File: src/rtl/icache_pkg.sv
// Shared definitions for the direct-mapped instruction cache.
// Geometry, FSM encoding and fixed instruction constants.
package icache_pkg;

    localparam int NUM_SETS    = 8;
    localparam int BLOCK_WORDS = 4;
    localparam int INDEX_W     = $clog2(NUM_SETS);
    localparam int OFFSET_W    = 2;
    localparam int BLK_W       = 28;
    localparam int TAG_W       = BLK_W - INDEX_W;
    localparam int LINE_W      = 32 * BLOCK_WORDS;

    localparam logic [31:0] NOP_INSTR     = 32'h00000013;
    localparam logic [31:0] NO_FETCH_ADDR = 32'hFFFFFFFC;

    typedef enum logic [1:0] {
        IDLE     = 2'd0,
        MEM_READ = 2'd1,
        UPDATE   = 2'd2
    } state_e;

endpackage

File: src/rtl/icache_line_store.sv
// Valid/tag/data arrays for the instruction cache.
// Combinational read port, synchronous write port, async valid clear.
module icache_line_store
    import icache_pkg::*;
(
    input  logic                clock,
    input  logic                reset,
    input  logic [INDEX_W-1:0]  rd_index_i,
    output logic                rd_valid_o,
    output logic [TAG_W-1:0]    rd_tag_o,
    output logic [LINE_W-1:0]   rd_data_o,
    input  logic                we_i,
    input  logic [INDEX_W-1:0]  wr_index_i,
    input  logic [TAG_W-1:0]    wr_tag_i,
    input  logic [LINE_W-1:0]   wr_data_i
);

    logic [NUM_SETS-1:0] valid_q;
    logic [TAG_W-1:0]    tag_q  [NUM_SETS];
    logic [LINE_W-1:0]   data_q [NUM_SETS];

    // Valid bits: cleared asynchronously, set when a line is filled
    always_ff @(posedge clock or posedge reset) begin
        if (reset) begin
            valid_q <= '0;
        end else if (we_i) begin
            valid_q[wr_index_i] <= 1'b1;
        end
    end

    // Tag and data arrays are never cleared; valid gates their use
    always_ff @(posedge clock) begin
        if (we_i) begin
            tag_q[wr_index_i]  <= wr_tag_i;
            data_q[wr_index_i] <= wr_data_i;
        end
    end

    assign rd_valid_o = valid_q[rd_index_i];
    assign rd_tag_o   = tag_q[rd_index_i];
    assign rd_data_o  = data_q[rd_index_i];

endmodule

File: src/rtl/instruction_cache_dm.sv
// Direct-mapped read-only instruction cache with single-line refill.
// Hits return in the same cycle; misses stall fetch via busywait.
module instruction_cache_dm
    import icache_pkg::*;
(
    input  logic                clock,
    input  logic                reset,
    input  logic [31:0]         address,
    output logic [31:0]         instruction,
    output logic                busywait,
    output logic                mem_read,
    output logic [BLK_W-1:0]    mem_address,
    input  logic [LINE_W-1:0]   mem_readdata,
    input  logic                mem_busywait
);

    state_e              state_q, state_d;
    logic [BLK_W-1:0]    miss_blk_q;
    logic [LINE_W-1:0]   fill_q;

    logic [TAG_W-1:0]    cur_tag;
    logic [INDEX_W-1:0]  cur_index;
    logic [OFFSET_W-1:0] cur_offset;
    logic                rd_valid;
    logic [TAG_W-1:0]    rd_tag;
    logic [LINE_W-1:0]   rd_data;
    logic                no_fetch;
    logic                hit;
    logic                miss;
    logic                line_we;
    logic                unused_addr;

    assign cur_tag     = address[31:4+INDEX_W];
    assign cur_index   = address[4+INDEX_W-1:4];
    assign cur_offset  = address[3:2];
    assign unused_addr = ^address[1:0];

    assign no_fetch = (address == NO_FETCH_ADDR);
    assign hit      = rd_valid && (rd_tag == cur_tag);
    assign miss     = (state_q == IDLE) && !no_fetch && !hit;
    assign line_we  = (state_q == UPDATE);

    icache_line_store u_store (
        .clock      (clock),
        .reset      (reset),
        .rd_index_i (cur_index),
        .rd_valid_o (rd_valid),
        .rd_tag_o   (rd_tag),
        .rd_data_o  (rd_data),
        .we_i       (line_we),
        .wr_index_i (miss_blk_q[INDEX_W-1:0]),
        .wr_tag_i   (miss_blk_q[BLK_W-1:INDEX_W]),
        .wr_data_i  (fill_q)
    );

    // FSM state register
    always_ff @(posedge clock or posedge reset) begin
        if (reset) begin
            state_q <= IDLE;
        end else begin
            state_q <= state_d;
        end
    end

    // Latch the missing block and capture the returned line
    always_ff @(posedge clock or posedge reset) begin
        if (reset) begin
            miss_blk_q <= '0;
            fill_q     <= '0;
        end else begin
            if (miss) begin
                miss_blk_q <= address[31:4];
            end
            if (state_q == MEM_READ && !mem_busywait) begin
                fill_q <= mem_readdata;
            end
        end
    end

    // Next-state and output decode
    always_comb begin
        state_d     = state_q;
        busywait    = 1'b0;
        instruction = NOP_INSTR;
        mem_read    = 1'b0;
        mem_address = '0;
        unique case (state_q)
            IDLE: begin
                if (!no_fetch) begin
                    if (hit) begin
                        instruction = rd_data[{cur_offset, 5'b0} +: 32];
                    end else begin
                        busywait = 1'b1;
                        state_d  = MEM_READ;
                    end
                end
            end
            MEM_READ: begin
                busywait    = 1'b1;
                mem_read    = 1'b1;
                mem_address = miss_blk_q;
                if (!mem_busywait) begin
                    state_d = UPDATE;
                end
            end
            UPDATE: begin
                busywait = 1'b1;
                state_d  = IDLE;
            end
            default: begin
                state_d = IDLE;
            end
        endcase
    end

endmodule
File: config.mk
export PLATFORM = sky130hd
export DESIGN_NAME = instruction_cache_dm
export DESIGN_NICKNAME = d
export VERILOG_FILES = /design/src/rtl/icache_pkg.sv /design/src/rtl/icache_line_store.sv /design/src/rtl/instruction_cache_dm.sv
export SDC_FILE = /design/constraint.sdc
export NUM_CORES = 1
export LEC_CHECK = 0
export CAP_MARGIN = 10
export CORE_MARGIN = 2
export CORE_UTILIZATION = 40
export CTS_CLUSTER_SIZE = 30
export DETAILED_ROUTE_END_ITERATION = 12
export GPL_TIMING_DRIVEN = 0
export PLACE_DENSITY = 0.64
export REMOVE_ABC_BUFFERS = 1
export SLEW_MARGIN = 20
export SYNTH_ARGS = -nofsm -noshare
export SYNTH_HDL_FRONTEND = slang
export SYNTH_SLANG_ARGS = --single-unit
File: constraint.sdc
create_clock -name clock -period 11.1 [get_ports clock]
set_input_delay 1.665 -clock clock [delete_from_list [all_inputs] [get_ports clock]]
set_output_delay 1.665 -clock clock [all_outputs]
set_load 0.005 [all_outputs]
==> out/qor.csv <==
stage;metric;value;unit
floorplan;row cnt;133;
clock_tree;H-tree depth;4;
yosys;top cells by count, synth;edfxtp_1, mux4_2, dfrtp_1, mux2_2, mux2i_1;
clock_tree;clock latency on the worst-skew pair;780;ps
clock_tree;CTS Hold Bufs;0;
routing;per-cell routed wire length;25.9;um
routing;drt initial violations;2061;
placed_design;Inst Count DP;4290;
grt;antenna violations before repair;2;
clock_tree;CTS tree;done;
yosys;Compound-Gate Fraction of Synth Area;0.00447;
floorplan;boundary pin count;225;
yosys;Synth area leaders;edfxtp_1, mux4_2, dfrtp_1, mux2_2, mux2i_1;
sta;Clock Skew;20.3;ps
finish;ant diodes;0;
status;status;finished clean;
finish;Area growth syn-to-layout;20.7;%
setup_path;CP endpoint kind;output port;
floorplan;Initial Util;0.404;
setup_path;Startpoint Class;primary input;
sta;Slew @ Worst Pin;807;ps
grt;vias in the first global route;26700;
placed_design;PortBufs;224;
placed_design;GP Congestion;0.696;
routing;drt first pass iters;5;
min_path;HP Class;flip-flop to flip-flop;
pwr;Leak Pwr;21.0;nW
setup_path;R2R Path Start;u_store.tag_q[3][12]$_DFFE_PP_;
yosys;Syn Std Cell Area;53200;um^2
routing;Vias;24700;
yosys;mux cell area share after synthesis;0.199;
sta;fin crit period;8450;ps
yosys;Synth top area share;0.691;
floorplan;Die Wd;369;um
grt;Overall Global Routing Usage;0.176;
sta;fin crit share;0.762;
clock_tree;Clock Sinks;1390;
finish;post-route cell area;64200;um^2
clock_tree;post-cts sizing count;0;
finish;Post-Layout Cell Count;4554;
routing;DR vias/cell;5.42;
grt;Congestion Overflow GR;0;
pwr;Worst VDD drop;0.138;mV
floorplan;core area;132000;um^2
yosys;synthesized-area fraction occupied by and/or/nand/nor cells;0.0130;
yosys;sequential fraction of the synthesis area;0.769;
yosys;YS warnings;0;
yosys;ys flop type;edfxtp_1;
grt;largest net degree at the start of global routing;88;
clock_tree;post-CTS setup buffers;0;
finish;Nets;2846;
min_path;hold_sp;u_store.valid_q[7]$_DFFE_PP0P_;
yosys;post-synthesis async set-or-reset flop share;0.119;
floorplan;Die ar.;136000;um^2
yosys;fraction of the mapped netlist area in adder cells;0.000941;
setup_path;CP max FO;62;
grt;first-pass GRT wire length;175000;um
yosys;most frequent cell after synthesis;edfxtp_1;
setup_path;crit path from;address[4];
yosys;synthesized flop and latch total;1390;
floorplan;die height;369;um
routing;antenna viol nets, final;0;
pwr;Pwr per Cell Area;220;nW/um^2
clock_tree;CTS clk-pin slew, worst paths;60;ps
setup_path;Critical Path AT;6790;ps
clock_tree;clock root buffer;clkbuf_16;
run;Max Cap Viol;0;
sta;Max Freq;0.118;GHz
yosys;Post-synth EDFFs;1224;
yosys;Synth Area in XOR/XNOR;0.00297;
clock_tree;TritonCTS Buffers;142;
placed_design;dpl cell area;59600;um^2
sta;final setup fails;0;
sta;RSZ-0062 raised after global routing;false;
routing;DRC Markers;0;
clock_tree;Max clock buf depth;3;
yosys;post-synth top area cell;edfxtp_1;
setup_path;Required @ worst endpoint;9440;ps
yosys;Mapped Cells;2290;
sta;Slew Viols, Final;0;
setup_path;Crit Path Class;primary input to output port;
placed_design;HPWL after DPL;73600;um
yosys;Netlist cell types;42;
yosys;syn avg cell area;23.2;um^2
finish;share of cells above drive strength 1;0.317;
sta;Fin. Hold Viols;0;
routing;WL final;118000;um
sta;worst rel slew slack;0.458;
yosys;largest family of logic cells by synthesized area;multiplexers;
## cell usage in the layout (no fill, tap or decap), drive strengths merged, types with 2 or more instances in the layout
| cell type | Yosys | layout |
|---|---|---|
| edfxtp | 1224 | 1224 |
| mux4 | 354 | 354 |
| clkdlybuf4s50 | 0 | 219 |
| clkbuf | 57 | 203 |
| dfrtp | 166 | 166 |
| mux2 | 164 | 164 |
| buf | 59 | 142 |
| mux2i | 75 | 75 |
| clkinv | 0 | 43 |
| nor2 | 38 | 38 |
| and2 | 30 | 30 |
| inv | 6 | 16 |
| xor2 | 12 | 12 |
| nand2 | 11 | 11 |
| nand4 | 9 | 9 |
| or2 | 8 | 8 |
| nand2b | 7 | 7 |
| o21ai | 7 | 7 |
| bufinv | 0 | 7 |
| xnor2 | 6 | 6 |
| nor4 | 6 | 6 |
| a22oi | 5 | 5 |
| nor2b | 5 | 5 |
| a22o | 5 | 5 |
| o22ai | 4 | 4 |
| or3 | 4 | 4 |
| ha | 4 | 4 |
| a21oi | 3 | 3 |
| a211o | 3 | 3 |
| nand3 | 3 | 3 |
| nor3 | 2 | 2 |
| and3 | 2 | 2 |
| a221oi | 2 | 2 |
## where the power goes
part | switching [W] | internal [W] | leakage [nW]
clock network | 0.00195 | 0.00267 | 2.23
registers | 0.000712 | 0.00703 | 13.0
logic | 0.000798 | 0.000938 | 5.78
total | 0.00346 | 0.0106 | 21.0
## path summary, 6_finish.rpt
check	to	slack [ps]	depth (start not counted)
min	u_store.valid_q[7]$_DFFE_PP0P_	460	1
min reg2reg	u_store.valid_q[7]$_DFFE_PP0P_	460	1
max in group asynchronous	miss_blk_q[27]$_DFFE_PP0P_	8980	3
min in group asynchronous	fill_q[76]$_DFFE_PP0P_	1290	2
max	instruction[3]	2650	12
max reg2reg	miss_blk_q[7]$_DFFE_PP0P_	7350	9
## area by class of cell
cell class                      instances  area, um^2
Tap cell                             1755        2200
Fill cell                           10400       67500
Timing Repair Buffer                  361        4700
Clock buffer                          203        3970
Multi-Input combinational cell        778       11800
Inverter                                6        30.0
Sequential cell                      1390       40900
Clock inverter                         61         573
## critical path, cell delays in order
cell	delay (ps)
buf_8	450
buf_16	440
mux4_2	560
mux2i_1	170
xor2_1	230
o2111ai_1	180
nor4_1	570
nand4_1	380
or3b_4	690
buf_12	260
nor2_1	380
clkdlybuf4s50_1	600
## state kept, by name, summed over array words and instances (netlist names)
signal,flops
u_store.data_q,1024
u_store.tag_q,200
fill_q,128
miss_blk_q,28
u_store.valid_q,8
state_q,2
## per-layer routing
metal,GRT usage,part of all wire
met1,0.236,0.42
met2,0.283,0.49
met3,0.0369,0.061
met4,0.0675,0.032
met5,0,0.00027
## logic make-up after synthesis
| group | count (synthesis) |
|---|---|
| compound gates | 34 |
| xor+xnor | 18 |
| fa+ha+maj | 4 |
| buf+inv | 122 |
| flops | 1390 |
| mux | 593 |
| simple gates | 129 |
## metrics by stage
stage / util / hold slack, ps / setup TNS, ps / setup WS [ps] / power, W
after floorplan: - / 434 / -252230 / -1050 / 0.00864
after global placement: 0.434 / 446 / - / -16710 / 0.00980
after detailed placement: 0.453 / 448 / 0 / 2480 / 0.00963
after CTS: 0.487 / 462 / 0 / 2450 / 0.0143
after global routing: 0.487 / 490 / 0 / 2260 / 0.0147
final: 0.487 / 461 / 0 / 2650 / 0.0141
Power figures use the tool's default switching activity.
==> patch 1: new RTL, config.mk and constraints unchanged <==
The 3 states of `state_e` get a one-hot encoding in 3 bits.
--- a/src/rtl/icache_pkg.sv
+++ b/src/rtl/icache_pkg.sv
@@ -14,8 +14,8 @@
     localparam logic [31:0] NO_FETCH_ADDR = 32'hFFFFFFFC;
 
-    typedef enum logic [1:0] {
-        IDLE     = 2'd0,
-        MEM_READ = 2'd1,
-        UPDATE   = 2'd2
+    typedef enum logic [2:0] {
+        IDLE     = 3'b001,
+        MEM_READ = 3'b010,
+        UPDATE   = 3'b100
     } state_e;
 
Function: same outputs for any inputs over 4 cycles, from zero or initial values and one cycle with reset high; so few cycles prove little.
==> patch 1 against the unedited design <==
- worst setup slack improved by 0.26 ns
- power shrank 5.0%
- clock skew increased by 0.0060 ns
- synthesized area up 0.40%
- final area is 0.75% higher
- non-clock buffer count is 8 higher
- sequential cell count is 1 higher
- global-route usage rose by 0.12 points
- wire length rose by 1.4%
- largest power group unchanged
- highest routed layer is now met4
==> patch 1: results (changes against the unedited design) <==
mux cell area share after synthesis - 0.198 (-0.000408)
uppermost layer routed - met4
Mapped Cells - 2288 (-0.087%)
met2 global-route usage - 0.298 (+0.0148)
top area cells in the synthesized netlist - edfxtp_1 69%, mux4_2 14%, dfrtp_1 7.8%
Leak - 21.4 nW (+1.7%)
Seq/Total Area, Yosys - 0.767 (-0.00254)
CTS buffer count - 143 (+0.70%)
Post-CTS Resized - 0 (unchanged)
WL/cell - 26.1 um (+0.95%)
crit path DAT - 6.53 ns (-0.26 ns)
first-pass GRT wire length - 176000 um (+0.71%)
GP Congestion - 0.696 (about the same)
skew final - 0.0263 ns (+0.00602 ns)
largest net degree at the start of global routing - 84 (-4.5%)
Area after DPL - 59900 sq um (+0.47%)
Slew @ Worst Pin - 0.890 ns (+0.0834 ns)
routed length on met2 - 60900 um (+6.2%)
share of cells above drive strength 1 - 0.316 (-0.000564)
Root Buffer Master - clkbuf_16
crit-path max FO - 56 (-9.7%)
Max IR drop VDD - 0.123 mV (-11%)
M1 GR Usage - 0.236 (-0.000309)
largest registers - u_store.data_q (1024), u_store.tag_q (200), fill_q (128)
Met1 Wirelength - 50000 um (+0.66%)
Via density - 5.41 (-0.24%)
EDFF count, synth - 1224 (unchanged)
first-pass detailed-route iteration total - 5 (unchanged)
Max clock buf depth - 3 (unchanged)
Post-synth top cells - 1224 x edfxtp_1, 340 x mux4_2, 166 x dfrtp_1
cell depth of the worst flop-to-flop path - 10 (+1)
Synth Area in XOR/XNOR - 0.00427 (+0.00130)
initial antenna violation count - 5 (+3)
nets - 2848 (+0.070%)
WS Path Type - input port to primary output
Global Route met3 Usage - 0.0307 (-0.00621)
vias in the first global route - 26.3k (-1.7%)
Setup WS pre-CTS - 2.79 ns (+0.307 ns)
DP HPWL - 76700 um (+4.1%)
CTS HTree Levels - 4 (unchanged)
Inst Count DP - 4308 (+0.42%)
gr usage total - 0.177 (+0.00117)
clock slew at reported path FFs - 0.06 ns (about the same)
Yosys cell types - 43 (+2.4%)
status - finished clean
Async S/R FF share, synth - 0.120 (+0.000633)
wire length on met3 - 6290 um (-12%)
detailed-route via count - 24.7k (+0.20%)
Adder-Cell Fraction of Synth Area - 0 (-0.000941)
initial drt markers - 2036 (-1.2%)
Compound-Gate Fraction of Synth Area - 0.00476 (+0.000287)
==> patch 1: final cells by class <==
cell class              instances  area (sq um)
well taps                    1768          2210
fillers                     10500         68300
diodes                          2          5.00
repair buffers                369          4890
inverters                       1          11.3
flip-flops and latches       1391         40900
clock inverters                72           831
clock buffers                 192          3900
multi-input cells             779         11800
==> patch 1: critical path: stages <==
cell and delay, ns:
buf_8 0.35, buf_16 0.34, buf_16 0.34, buf_16 0.33, mux4_2 0.54, mux2i_1 0.19, xor2_1 0.26, nand4_1 0.16
nor3_2 0.35, nand3_4 0.47, buf_16 0.38, nor2_1 0.33, clkdlybuf4s50_1 0.59
==> patch 1: worst paths after layout <==
check,start,to,slack [ns]
setup reg to reg,state_q[1]$_DFFE_PP0P_,u_store.data_q[0][37]$_DFFE_PP_,7.76
setup / recovery,address[4],instruction[10],2.91
hold / removal,u_store.valid_q[6]$_DFFE_PP0P_,u_store.valid_q[6]$_DFFE_PP0P_,0.47
max in group asynchronous,reset,fill_q[65]$_DFFE_PP0P_,9.05
min in group asynchronous,reset,fill_q[86]$_DFFE_PP0P_,1.24
hold reg to reg,u_store.valid_q[6]$_DFFE_PP0P_,u_store.valid_q[6]$_DFFE_PP0P_,0.47
==> patch 1: power breakdown <==
part           total, W  internal (W)  leakage (nW)  switching [W]
Clock           0.00476       0.00276          2.29        0.00201
Combinational   0.00122      0.000716          6.04       0.000502
Sequential      0.00742       0.00676          13.0       0.000662
==> patch 1: cells by family after synthesis <==
family,count (synthesis)
AOI/OAI and AO/OA,31
DFF,1391
xor gates and xnor gates,26
buffers and inverters,118
and+or+nand+nor,130
muxes,592
==> patch 2: new RTL, config.mk and constraints unchanged <==
Without the edit above. Make the reset (`reset`) synchronous in 3 clocked blocks. Comments in the files are not updated.
--- a/src/rtl/icache_line_store.sv
+++ b/src/rtl/icache_line_store.sv
@@ -21,5 +21,5 @@
 
     // Valid bits: cleared asynchronously, set when a line is filled
-    always_ff @(posedge clock or posedge reset) begin
+    always_ff @(posedge clock) begin
         if (reset) begin
             valid_q <= '0;
--- a/src/rtl/instruction_cache_dm.sv
+++ b/src/rtl/instruction_cache_dm.sv
@@ -55,5 +55,5 @@
 
     // FSM state register
-    always_ff @(posedge clock or posedge reset) begin
+    always_ff @(posedge clock) begin
         if (reset) begin
             state_q <= IDLE;
@@ -64,5 +64,5 @@
 
     // Latch the missing block and capture the returned line
-    always_ff @(posedge clock or posedge reset) begin
+    always_ff @(posedge clock) begin
         if (reset) begin
             miss_blk_q <= '0;
Behaviour: differs if reset is asserted again (counterexample within 4 cycles, from zero or initial values and one cycle with reset high); with reset held inactive, the same outputs for 4 cycles.
==> patch 2 against the unedited design <==
- global-route usage increased by 0.19 points
- cell count is 6.5% higher
- synthesized area is 0.80% lower
- register-to-register slack gained 0.36 ns
- count of clock-buffer cells in the layout fell by 10
- die area is 0.79% lower
- first-iteration DRC count grew 4.5%
- wire length grew 1.8%
- fmax fell by 0.22%
- sequential cell count unchanged
- final area shrank 0.38%
- worst setup slack got worse by 0.019 ns
- critical path depth increased by 1
- critical endpoint is now instruction[14]
- highest routed layer is now met4
Power is not compared: it rests on default switching activity, and its combinational part moved more than twofold at a synthesized area within 25%.
==> patch 2: results (changes against the unedited design) <==
Root Buffer Master - clkbuf_16
Async S/R FF share, synth - 0 (-0.119)
worst relative slew slack - 0.467 (+0.00911)
crit path DAT - 6.81 ns (+0.02 ns)
Fillers - 10.7k (+2.4%)
Worst path max stage delay - 0.65 ns (-0.04 ns)
vias in the first global route - 27.8k (+4.0%)
GP Congestion - 0.718 (+3.2%)
Yosys cell types - 46 (+9.5%)
share of cells above drive strength 1 - 0.240 (-0.0766)
status - finished clean
first-pass GRT wire length - 178000 um (+2.1%)
initial drt markers - 2154 (+4.5%)
gr usage total - 0.178 (+0.00186)
skew final - 0.0262 ns (+0.00598 ns)
post-route design area - 63900 sq um (-0.38%)
crit-path max FO - 80 (+29%)
Worst-Skew Late Latency - 0.74 ns (-0.04 ns)
initial antenna violation count - 0 (-2)
largest net degree at the start of global routing - 81 (-8.0%)
Area after DPL - 59200 sq um (-0.67%)
Sw Ratio - 0.207
DP HPWL - 76000 um (+3.2%)
top cell family by delay on the critical path - buffers and inverters
Post-synth top cells - 1224 x edfxtp_1, 354 x mux4_2, 265 x nand2_1
Via density - 5.33 (-1.7%)
top area cells in the synthesized netlist - edfxtp_1 70%, mux4_2 15%, dfxtp_1 6.3%
WL/cell - 24.7 um (-4.5%)
CP max-delay cell - nor4_2
CTS buffer count - 145 (+2.1%)
Post CTS Setup Buffer Count - 0 (unchanged)
EDFF count, synth - 1224 (unchanged)
-- patch 2: worst paths after layout --
kind,startpoint,endpoint,slack [ns],depth (start not counted)
worst max-delay path,address[5],instruction[14],2.63,13
worst min-delay path,u_store.valid_q[1]$_SDFFE_PP0P_,u_store.valid_q[1]$_SDFFE_PP0P_,0.47,2
worst min register to register,u_store.valid_q[1]$_SDFFE_PP0P_,u_store.valid_q[1]$_SDFFE_PP0P_,0.47,2
worst max register to register,state_q[0]$_SDFFE_PP0P_,u_store.data_q[0][108]$_DFFE_PP_,7.71,13
-- patch 2: cells by family after synthesis --
family / Yosys count / share of synthesized area
flip-flops: 1390 / 0.760
multiplexers: 464 / 0.172
adder cells (fa/ha/maj): 4 / 0.000949
AND/OR/NAND/NOR: 422 / 0.0339
buffers and inverters: 152 / 0.0128
AO/OA/AOI/OAI: 165 / 0.0171
XOR/XNOR: 17 / 0.00282
-- patch 2: final cells by class --
cell class / instances / area share
sequential: 1390 / 0.627
tap: 1755 / 0.0344
clock inverter: 69 / 0.0112
clock buffer: 193 / 0.0623
timing repair buffer: 367 / 0.0758
inverter: 5 / 0.000294
multi-input combinational: 1072 / 0.189
-- patch 2: worst min-delay path, stage by stage (launching register included) --
cell and delay, ns:
dfxtp_1 0.32, nor2_1 0.05, nor2_1 0.06
-- patch 2: metrics by stage --
stage / setup slack, ns / cells
floorplan: -0.769 / 2467
global placement: -18.48 / 4446
detailed placement: 2.53 / 4589
CTS: 2.53 / 4851
global route: 2.40 / 4851
finish: 2.63 / 4851
-- patch 2: layer usage --
layer / track usage / vias to the layer above / part of all wire
met5: 0 / - / 0
met4: 0.0503 / 0 / 0.020
met3: 0.0283 / 174 / 0.048
met2: 0.309 / 724 / 0.52
li1: - / 11300 / -
met1: 0.231 / 13700 / 0.41
-- patch 2: power by group through the flow --
| stage | clock network (W) | logic (W) | registers (W) |
|---|---|---|---|
| 2_1_floorplan | 0 | 0.000291 | 0.00594 |
| 3_3_place_gp | 0 | 0.000822 | 0.00597 |
| 3_5_place_dp | 0 | 0.000607 | 0.00596 |
| 4_1_cts | 0.00483 | 0.000610 | 0.00585 |
| 5_1_grt | 0.00502 | 0.000642 | 0.00586 |
| 6_report | 0.00472 | 0.000596 | 0.00585 |
